<file path="config.mk">
export PLATFORM = sky130hd
export DESIGN_NAME = arb_mux_reg
export DESIGN_NICKNAME = d
export VERILOG_FILES = /design/src/rtl/arb_mux_reg.sv
export SDC_FILE = /design/constraint.sdc
export NUM_CORES = 1
export LEC_CHECK = 0
export ABC_AREA = 0
export BUFFER_PORTS_ARGS = -buffer_cell sky130_fd_sc_hd__buf_2
export CORE_AREA = 2 2 126 128
export CTS_CLUSTER_SIZE = 24
export DETAILED_ROUTE_END_ITERATION = 8
export DIE_AREA = 0 0 128 130
export HOLD_SLACK_MARGIN = 0.05
export PLACE_DENSITY = 0.61
export SLEW_MARGIN = 40
export SYNTH_ARGS = -nofsm -noshare
export SYNTH_HDL_FRONTEND = slang
export SYNTH_SLANG_ARGS = --single-unit
</file>
<file path="constraint.sdc">
create_clock -name clk -period 5 [get_ports clk]
set_input_delay 0.25 -clock clk [delete_from_list [all_inputs] [get_ports clk]]
set_output_delay 0.25 -clock clk [all_outputs]
set_load 0.005 [all_outputs]
</file>
<file path="src/rtl/arb_mux_reg.sv">
// N-channel arbitrating multiplexer with a registered valid/ready output stage.
// Fixed-priority (RR=0) or round-robin (RR=1) grant; one item per cycle at full throughput.
module arb_mux_reg #(
  parameter  int W  = 16,
  parameter  int N  = 16,
  parameter  int RR = 0,
  localparam int IW = $clog2(N)
) (
  input  logic           clk,
  input  logic           rst_n,
  input  logic [N*W-1:0] in_data,
  input  logic [N-1:0]   in_valid,
  output logic [N-1:0]   in_ready,
  output logic [W-1:0]   out_data,
  output logic [N-1:0]   out_sel,
  output logic [IW-1:0]  out_idx,
  output logic           out_valid,
  input  logic           out_ready
);

  // Adds step to base modulo N; base < N and step <= N keep the sum within IW+1 bits.
  function automatic logic [IW-1:0] wrap_add(input logic [IW-1:0] base, input logic [IW:0] step);
    logic [IW:0] sum;
    sum = {1'b0, base} + step;
    if (sum >= (IW+1)'(N)) begin
      sum = sum - (IW+1)'(N);
    end else begin
      sum = sum;
    end
    return sum[IW-1:0];
  endfunction

  logic [IW-1:0] ptr_r;
  logic [IW-1:0] start_s;
  logic [N-1:0]  grant_s;
  logic [IW-1:0] grant_idx_s;
  logic          found_s;
  logic          load_en_s;
  logic [W-1:0]  sel_data_s;

  logic [W-1:0]  out_data_r;
  logic [N-1:0]  out_sel_r;
  logic [IW-1:0] out_idx_r;
  logic          out_valid_r;

  assign load_en_s = !out_valid_r || out_ready;

  // Priority search start: rotation pointer in round-robin mode, channel 0 otherwise.
  always_comb begin
    start_s = {IW{1'b0}};
    if (RR == 1) begin
      start_s = ptr_r;
    end else begin
      start_s = {IW{1'b0}};
    end
  end

  // Linear priority chain: first requesting channel at or after start_s, modulo N.
  always_comb begin
    found_s     = 1'b0;
    grant_s     = {N{1'b0}};
    grant_idx_s = {IW{1'b0}};
    for (int k = 0; k < N; k++) begin
      if (!found_s && in_valid[wrap_add(start_s, (IW+1)'(k))]) begin
        found_s     = 1'b1;
        grant_idx_s = wrap_add(start_s, (IW+1)'(k));
        grant_s[wrap_add(start_s, (IW+1)'(k))] = 1'b1;
      end else begin
        found_s = found_s;
      end
    end
  end

  assign sel_data_s = in_data[grant_idx_s*W +: W];

  // rst_n gating keeps in_ready low for the whole reset, even though load_en is high then.
  assign in_ready = (rst_n && load_en_s) ? grant_s : {N{1'b0}};

  // Output stage: load the winner, go empty when draining with no request, else hold.
  always_ff @(posedge clk or negedge rst_n) begin
    if (!rst_n) begin
      out_data_r  <= {W{1'b0}};
      out_sel_r   <= {N{1'b0}};
      out_idx_r   <= {IW{1'b0}};
      out_valid_r <= 1'b0;
    end else if (load_en_s) begin
      if (found_s) begin
        out_data_r  <= sel_data_s;
        out_sel_r   <= grant_s;
        out_idx_r   <= grant_idx_s;
        out_valid_r <= 1'b1;
      end else begin
        out_valid_r <= 1'b0;
      end
    end else begin
      out_valid_r <= out_valid_r;
    end
  end

  // Rotation pointer: moves one past the channel just transferred.
  always_ff @(posedge clk or negedge rst_n) begin
    if (!rst_n) begin
      ptr_r <= {IW{1'b0}};
    end else if ((RR == 1) && load_en_s && found_s) begin
      ptr_r <= wrap_add(grant_idx_s, (IW+1)'(1));
    end else begin
      ptr_r <= ptr_r;
    end
  end

  assign out_data  = out_data_r;
  assign out_sel   = out_sel_r;
  assign out_idx   = out_idx_r;
  assign out_valid = out_valid_r;

endmodule
</file>
==> results of run 1 <==
flip-flops by register name, summed over array words and instances, names as in the netlist:
signal and flops:
out_sel 16, out_valid 1, out_data 16, out_idx 4
metrics by stage:
step,util,setup WS (ns)
floorplan,-,2.88
global placement,0.370,1.74
detailed placement,0.370,1.70
CTS,0.380,2.00
global route,0.383,1.81
finish,0.383,1.92
power breakdown:
part / total (mW) / internal (mW) / leakage, nW / switching (mW)
clock: 0.319 / 0.186 / 0.0702 / 0.133
sequential: 0.340 / 0.323 / 0.477 / 0.0166
combinational: 0.387 / 0.180 / 2.48 / 0.206
total: 1.05 / 0.690 / 3.02 / 0.356
cells in the final DEF (no fill, tap or decap), types with 7 or more instances in the layout:
cell type  instances
o22a_1            16
dfrtp_1           37
nor2_1            16
mux2i_1           64
nand3_1           48
o21ai_0           10
nand2_1          197
o211ai_1          17
a32oi_1           16
and3_1             7
o2111ai_1         16
a21oi_1           19
o31ai_1            7
buf_2            326
metal layers:
metal  track usage  up-vias
li1              -     2617
met1         0.300     2407
met2         0.315      218
met3        0.0316       21
met4        0.0530        2
met5             0        -
cell type report:
cell class	count	area, sq um
fillers	1702	9520
repair buffers	334	1720
clock buffers	5	125
clock inverters	3	21.3
multi-input cells	478	2850
well taps	192	240
flip-flops and latches	37	926
diodes	2	5.00
inverters	3	11.3
Yosys cell counts, types with 7 or more instances:
cell         n
mux2i_1     64
nand3_1     48
o2111ai_1   16
clkbuf_1    14
dfrtp_1     37
o21ai_0     10
o31ai_1      7
nand2_1    197
and3_1       7
o211ai_1    17
a21oi_1     19
o22a_1      16
buf_2       22
a32oi_1     16
nor2_1      16
cell families after synthesis:
logic type	share of synthesized area
simple gates	0.331
buf+inv	0.0561
compound gates	0.219
flops	0.233
mux	0.161
timing repair:
action	in CTS	in global routing
hold buffers	1	0
hold endpoints to repair	37	0
endpoints found under the setup margin	0	0
critical path, cell delays in order:
cell and delay [ns]:
buf_2 0.15, nor4_1 0.73, nand4b_1 0.35, o211a_4 0.50
buf_12 0.24, buf_12 0.20, nand2_1 0.10, a21oi_1 0.06
o2111ai_1 0.43, o211ai_1 0.16
worst paths after layout:
kind | end | slack, ns | depth (start not counted)
max reg2reg | out_data[10]$_DFFE_PN0P_ | 2.58 | 5
max in group asynchronous | out_data[7]$_DFFE_PN0P_ | 4.15 | 2
min in group asynchronous | out_sel[3]$_DFFE_PN0P_ | 0.49 | 2
min | out_sel[8]$_DFFE_PN0P_ | 0.26 | 3
min reg2reg | out_idx[3]$_DFFE_PN0P_ | 0.47 | 2
max | out_data[10]$_DFFE_PN0P_ | 1.92 | 10
==> results.sh, run 1 <==
export IMPL_leakage_nw=3.02
export IMPL_synth_area_leaders="dfrtp_1 23%, nand2_1 19%, mux2i_1 16%, nand3_1 6.0%, a32oi_1 3.5%"
export IMPL_die_w_um=128
export IMPL_powerDensity_nw_per_um2=177
export IMPL_ctsResizeCount=0
export IMPL_holdCritStartpoint="in_valid[8]"
export IMPL_finalPower_mw=1.05
export IMPL_crit_type="in -> reg"
export IMPL_synth_top_cell_area_share=0.233
export IMPL_syn_area_sq_um=3970
export IMPL_fmax_mhz=325
export IMPL_grt_max_degree=81
export IMPL_hold_viol=0
export IMPL_crit_start="in_valid[4]"
export IMPL_die_area_sq_um=16600
export IMPL_synthArstFlopShare=1.00
export IMPL_design_area_sq_um=5900
export IMPL_status="completed"
export IMPL_gp_congestion=0.879
export IMPL_syn_nets=835
export IMPL_setup_tns_final_ns=0
export IMPL_start_util=0.258
export IMPL_max_clock_path_buffers=2
export IMPL_placement_cell_area_sq_um=5710
export IMPL_rsz0062_at_grt="false"
export IMPL_nNetsFinal=1134
export IMPL_clock_sinks=37
export IMPL_routed_top_layer="met5"
export IMPL_tritoncts="built"
export IMPL_fin_hold_ws_ns=0.255
export IMPL_ys_ff_latch=37
export IMPL_grt_pass1_vias=4708
export IMPL_numCtsBuffers=5
export IMPL_yosysTopAreaCell="dfrtp_1"
export IMPL_worst_slew_pin_slew_ns=0.806
export IMPL_cp_arrival_ns=3.21
export IMPL_io_pins=328
export IMPL_wl_met2_um=8280
export IMPL_reg2reg_from="out_valid$_DFFE_PN0N_"
export IMPL_synth_edff_count=0
export IMPL_wl_per_cell_um=17.3
export IMPL_drtIter0Drc=293
export IMPL_yosysUniqueCellTypes=45
export IMPL_cp_max_fo=49
export IMPL_ys_seq_area_frac=0.233
export IMPL_syn_area_per_cell_sq_um=7.09
export IMPL_fin_cells=1054
export IMPL_grt_usage=0.205
export IMPL_via_count=5265
export IMPL_ys_flop_type="dfrtp_1"
export IMPL_antenna_found_initial=3
export IMPL_cp_end_kind="register"
export IMPL_placedCellCount=1042
export IMPL_hp_class="in -> reg"
export IMPL_drv_slew=0
export IMPL_maxSlewHeadroom=0.457
export IMPL_design_core_area_sq_um=15400
export IMPL_grt_ovfl_total=0
export IMPL_clock_root_buffer="clkbuf_16"
export IMPL_clk_pin_slew_worst_paths_ns=0.06
export IMPL_start_kind="input port"
export IMPL_skew_ns=0.00804
export IMPL_postSynthCellCount=560
export IMPL_dr_pass1_iters=4
export IMPL_wl_met3_um=1200
export IMPL_synth_warning_count=0
export IMPL_drt_met1_wl_um=8390
export IMPL_drt_total_wl_um=18200
export IMPL_areaGrowthSynthToFinish_pct=48.5
export IMPL_period_share=0.616
export IMPL_clk_latency_ns=0.28
export IMPL_grt_pass1_wl_um=26400
export IMPL_antenna_left=0
export IMPL_htreeDepth=2
export IMPL_max_cap_viol_count=0
export IMPL_crit_required_ns=5.13
export IMPL_setup_violations=0
export IMPL_drive_gt1_frac=0.414
export IMPL_rows=46
export IMPL_dp_hpwl_um=14500
export IMPL_period_needed_ns=3.08
export IMPL_drcViolationCount=0
export IMPL_die_y_um=130
export IMPL_via_per_inst=5.00
export IMPL_post_cts_buffers=0
export IMPL_peakVddDrop_uv=117
export IMPL_portBuffers=327
No activity file was read; power rests on OpenSTA's default activity.
==> run 2: changes to the inputs <==
CORE_AREA = 2 2 129 131   (was 2 2 126 128)
DIE_AREA = 0 0 131 133   (was 0 0 128 130)
clock period = 2.6 ns   (was 5 ns; I/O delays follow)
==> results.sh, run 2 (synthesis results as in run 1) <==
export IMPL_cp_arrival_ns=2.41
export IMPL_cp_end_kind="register"
export IMPL_hold_viol=0
export IMPL_diodes=0
export IMPL_period_share=0.874
export IMPL_antenna_found_initial=0
export IMPL_wl_per_cell_um=16.7
export IMPL_grt_usage=0.199
export IMPL_crit_family="simple AND/OR/NAND/NOR gates"
export IMPL_crit_slowest_cell="nor4_1"
export IMPL_powerDensity_nw_per_um2=332
export IMPL_mostFrequentLayoutCells="327 x buf_2, 197 x nand2_1, 64 x mux2i_1"
export IMPL_period_needed_ns=2.27
export IMPL_via_per_inst=4.83
export IMPL_areaGrowthSynthToFinish_pct=54.4
export IMPL_status="completed"
export IMPL_drcViolationCount=0
export IMPL_slowest_delay_ns=0.48
export IMPL_design_area_sq_um=6130
export IMPL_start_util=0.246
export IMPL_rsz0062_at_grt="false"
export IMPL_clock_root_buffer="clkbuf_16"
export IMPL_setup_ws_ns=0.328
export IMPL_rrSetupSlack_ns=0.60
export IMPL_cp_max_fo=65
export IMPL_die_y_um=133
export IMPL_clock_sinks=37
export IMPL_grt_max_degree=66
export IMPL_design_core_area_sq_um=16200
export IMPL_grt_ovfl_total=0
export IMPL_drt_total_wl_um=18500
export IMPL_path_depth=9
export IMPL_setup_violations=0
export IMPL_setup_tns_final_ns=0
export IMPL_post_place_ws_ns=0.0432
export IMPL_crit_start="in_valid[4]"
export IMPL_die_w_um=131
export IMPL_start_kind="input port"
export IMPL_clk_pin_slew_worst_paths_ns=0.06
export IMPL_grt_pass1_vias=4976
export IMPL_crit_required_ns=2.74
export IMPL_dp_hpwl_um=15100
export IMPL_drtIter0Drc=352
export IMPL_antenna_left=0
export IMPL_hp_class="in -> reg"
export IMPL_placement_cell_area_sq_um=5970
export IMPL_maxSlewHeadroom=0.502
export IMPL_ff2ff_path_depth=5
export IMPL_numCtsBuffers=5
export IMPL_drive_gt1_frac=0.429
export IMPL_clk_latency_ns=0.29
export IMPL_nNetsFinal=1157
export IMPL_reg2reg_from="out_valid$_DFFE_PN0N_"
export IMPL_rows=47
export IMPL_io_pins=328
export IMPL_crit_chain="buf_2 -> nor4_1 -> nand4b_1 -> o211ai_4 -> buf_12 -> buf_4 -> nand2_1 -> a32oi_1 -> o211ai_1"
export IMPL_skew_ns=0.00879
export IMPL_crit_type="in -> reg"
export IMPL_layout_commonest_cell="buf_2"
export IMPL_via_count=5330
export IMPL_max_clock_path_buffers=2
export IMPL_worstPathBufferInverterCount=3
export IMPL_peakVddDrop_uv=192
export IMPL_die_area_sq_um=17400
export IMPL_grt_pass1_wl_um=26800
export IMPL_htreeDepth=2
export IMPL_leakage_nw=3.15
export IMPL_fmax_mhz=440
export IMPL_critPathCapture="out_data[5]$_DFFE_PN0P_"
export IMPL_r2r_end="out_data[5]$_DFFE_PN0P_"
export IMPL_drv_slew=0
export IMPL_tritoncts="built"
export IMPL_dr_pass1_iters=5
export IMPL_gp_congestion=0.948
export IMPL_nFillCells=1752
export IMPL_portBuffers=327
export IMPL_max_cap_viol_count=0
export IMPL_worst_slew_pin_slew_ns=0.747
-- run 2: changes by cell type in the layout (fill, tap and decap cells not counted), moves of 2 or more --
| cell | change |
|---|---|
| diode_2 | -2 |
| clkinv_4 | +2 |
| buf_12 | +3 |
| buf_4 | +19 |
-- run 2: metrics by stage --
step                      std cells  utilization  hold slack, ns  total power, mW
after global placement         1094        0.369          0.0134             1.44
after global routing           1103        0.379           0.161             2.16
final                          1103        0.379           0.147             2.03
after CTS                      1103        0.379           0.140             2.06
after floorplan                 560            -          -0.166             1.02
after detailed placement       1094        0.369         0.00972             1.44
-- run 2: worst reg2reg max path: stages (launching register included) --
cell      delay (ns)
dfrtp_1         0.38
nand2b_1        0.27
o31ai_4         0.18
nor2_2          0.62
a32oi_1         0.30
o211ai_1        0.15
-- run 2: cell type report --
type                    instances  area (sq um)  area share
clock buffers                   5           125      0.0204
clock inverters                 3          22.5     0.00367
inverters                       3          11.3     0.00184
multi-input cells             478          2850       0.464
flip-flops and latches         37           926       0.151
well taps                     220           275      0.0449
repair buffers                357          1930       0.314
-- run 2: worst min path at each step --
stage | startpoint | to | depth (start not counted)
global route | in_valid[8] | out_sel[8]$_DFFE_PN0P_ | 3
finish | in_valid[8] | out_sel[8]$_DFFE_PN0P_ | 3
detailed placement | rst_n | out_valid$_DFFE_PN0N_ | 1
CTS | in_valid[8] | out_sel[8]$_DFFE_PN0P_ | 3
global placement | rst_n | out_idx[2]$_DFFE_PN0P_ | 1
floorplan | rst_n | out_data[0]$_DFFE_PN0P_ | 0
-- run 2: per-layer routing --
metal	GRT usage	routed length [um]	part of all wire	vias to the layer above
met2	0.307	8110	0.44	241
met3	0.0239	1240	0.067	26
met1	0.295	8800	0.48	2400
li1	-	-	-	2663
met4	0.0461	320	0.017	0
met5	0	0	0	-
-- run 2: repair_timing --
item	in CTS	in global routing
setup buffers	0	0
hold buffers	1	0
resized for setup	0	0
endpoints found under the hold margin	7	0
-- run 2: power breakdown --
part / internal [mW] / total (mW) / switching (mW)
Combinational: 0.373 / 0.781 / 0.408
Sequential: 0.622 / 0.650 / 0.0275
Clock: 0.356 / 0.603 / 0.246
==> run 3: changes to the inputs <==
RECOVER_POWER = 25   (was default)
==> results.sh, run 3 (synthesis results as in run 1) <==
export IMPL_reg2reg_from="out_valid$_DFFE_PN0N_"
export IMPL_setup_tns_final_ns=0
export IMPL_start_util=0.246
export IMPL_via_per_inst=4.83
export IMPL_skew_ns=0.00926
export IMPL_tritoncts="built"
export IMPL_period_needed_ns=2.28
export IMPL_power_frac_comb=0.382
export IMPL_switching_power_mw=0.683
export IMPL_clock_root_buffer="clkbuf_16"
export IMPL_max_cap_viol_count=0
export IMPL_worst_slew_pin_slew_ns=0.747
export IMPL_drtIter0Drc=358
export IMPL_clk_latency_ns=0.29
export IMPL_wl_per_cell_um=16.8
export IMPL_numCtsBuffers=5
export IMPL_drv_slew=0
export IMPL_diodes=0
export IMPL_grt_pass1_vias=4976
export IMPL_setup_ws_ns=0.323
export IMPL_maxSlewHeadroom=0.501
export IMPL_grt_max_degree=66
export IMPL_fmax_mhz=439
export IMPL_rsz0062_at_grt="false"
export IMPL_crit_type="in -> reg"
export IMPL_p_int_mw=1.35
export IMPL_hold_depth=3
export IMPL_drcViolationCount=0
export IMPL_placedCellCount=1094
export IMPL_placement_cell_area_sq_um=5970
export IMPL_pwr_share_seq=0.321
export IMPL_fin_hold_ws_ns=0.144
export IMPL_drive_gt1_frac=0.409
export IMPL_design_core_area_sq_um=16200
export IMPL_crit_required_ns=2.74
export IMPL_grt_usage=0.199
export IMPL_clock_sinks=37
export IMPL_hp_class="in -> reg"
export IMPL_start_kind="input port"
export IMPL_holdCritStartpoint="in_valid[8]"
export IMPL_gp_congestion=0.948
export IMPL_io_pins=328
export IMPL_fin_cells=1103
export IMPL_die_y_um=133
export IMPL_layout_commonest_cell="buf_2"
export IMPL_period_share=0.876
export IMPL_drt_total_wl_um=18500
export IMPL_rows=47
export IMPL_die_area_sq_um=17400
export IMPL_cp_end_kind="register"
export IMPL_die_w_um=131
export IMPL_swShare=0.337
export IMPL_peakVddDrop_uv=193
export IMPL_max_clock_path_buffers=2
export IMPL_areaGrowthSynthToFinish_pct=53.8
export IMPL_clk_pin_slew_worst_paths_ns=0.06
export IMPL_status="completed"
export IMPL_rrSetupSlack_ns=0.60
export IMPL_dr_pass1_iters=5
export IMPL_antenna_left=0
export IMPL_cp_arrival_ns=2.42
export IMPL_portBuffers=327
export IMPL_post_cts_buffers=0
export IMPL_r2r_end="out_data[5]$_DFFE_PN0P_"
export IMPL_via_count=5331
export IMPL_clkPwrFrac=0.297
export IMPL_design_area_sq_um=6110
export IMPL_setup_violations=0
export IMPL_cp_max_fo=16
export IMPL_post_place_ws_ns=0.0432
export IMPL_nNetsFinal=1157
export IMPL_hold_viol=0
export IMPL_mostFrequentLayoutCells="309 x buf_2, 197 x nand2_1, 64 x mux2i_1"
export IMPL_htreeDepth=2
export IMPL_antenna_found_initial=0
export IMPL_grt_ovfl_total=0
export IMPL_powerDensity_nw_per_um2=332
export IMPL_leakage_nw=3.08
export IMPL_dp_hpwl_um=15100
export IMPL_whs_endpoint="out_sel[8]$_DFFE_PN0P_"
export IMPL_grt_pass1_wl_um=26800
export IMPL_ff2ff_path_depth=5
export IMPL_ctsResizeCount=0
-- run 3: power by group through the flow --
stage	Sequential, mW	Combinational [mW]	Clock [mW]
3_3_place_gp	0.657	0.784	0
5_1_grt	0.655	0.849	0.652
2_1_floorplan	0.660	0.357	0
4_1_cts	0.648	0.782	0.627
3_5_place_dp	0.659	0.778	0
6_report	0.650	0.775	0.603
-- run 3: metal layers --
metal  GRT usage  vias up  wire (um)
met5           0        -          0
met4      0.0461        0        296
met3      0.0239       21       1300
met2       0.307      246       8120
met1       0.295     2400       8770
li1            -     2664          -
-- run 3: through the flow --
step,utilization,power [mW]
2_1_floorplan,-,1.02
3_3_place_gp,0.369,1.44
3_5_place_dp,0.369,1.44
4_1_cts,0.379,2.06
5_1_grt,0.378,2.16
6_report,0.378,2.03
-- run 3: layout make-up --
| type | count | area (sq um) |
|---|---|---|
| fill | 1760 | 10100 |
| multi-input combinational | 478 | 2850 |
| timing repair buffer | 357 | 1900 |
| sequential | 37 | 926 |
| tap | 220 | 275 |
| clock buffer | 5 | 125 |
| clock inverter | 3 | 22.5 |
| inverter | 3 | 11.3 |
-- run 3: what timing repair did --
action / in CTS / in global routing
hold buffers: 1 / 0
setup endpoints to repair: 0 / 0
endpoints found under the hold margin: 7 / 0
-- run 3: how the worst max path moves through the flow --
stage                     start                  endpoint  slack, ns  cells after the start
floorplan           in_valid[1]   out_data[2]$_DFFE_PN0P_       0.60                      8
global placement    in_valid[1]   out_data[5]$_DFFE_PN0P_       0.02                      8
detailed placement  in_valid[1]   out_data[5]$_DFFE_PN0P_       0.04                      8
CTS                 in_valid[1]   out_data[5]$_DFFE_PN0P_       0.33                      8
global route        in_valid[4]  out_data[10]$_DFFE_PN0P_       0.08                      9
finish              in_valid[1]   out_data[5]$_DFFE_PN0P_       0.32                      8
-- run 3: critical path, cell delays in order --
cell and delay [ns]:
buf_2 0.14, or4_1 0.72, nor2_8 0.23, nand2_2 0.12, o31ai_4 0.33, nor2_2 0.24, a32oi_1 0.36, o211ai_1 0.14
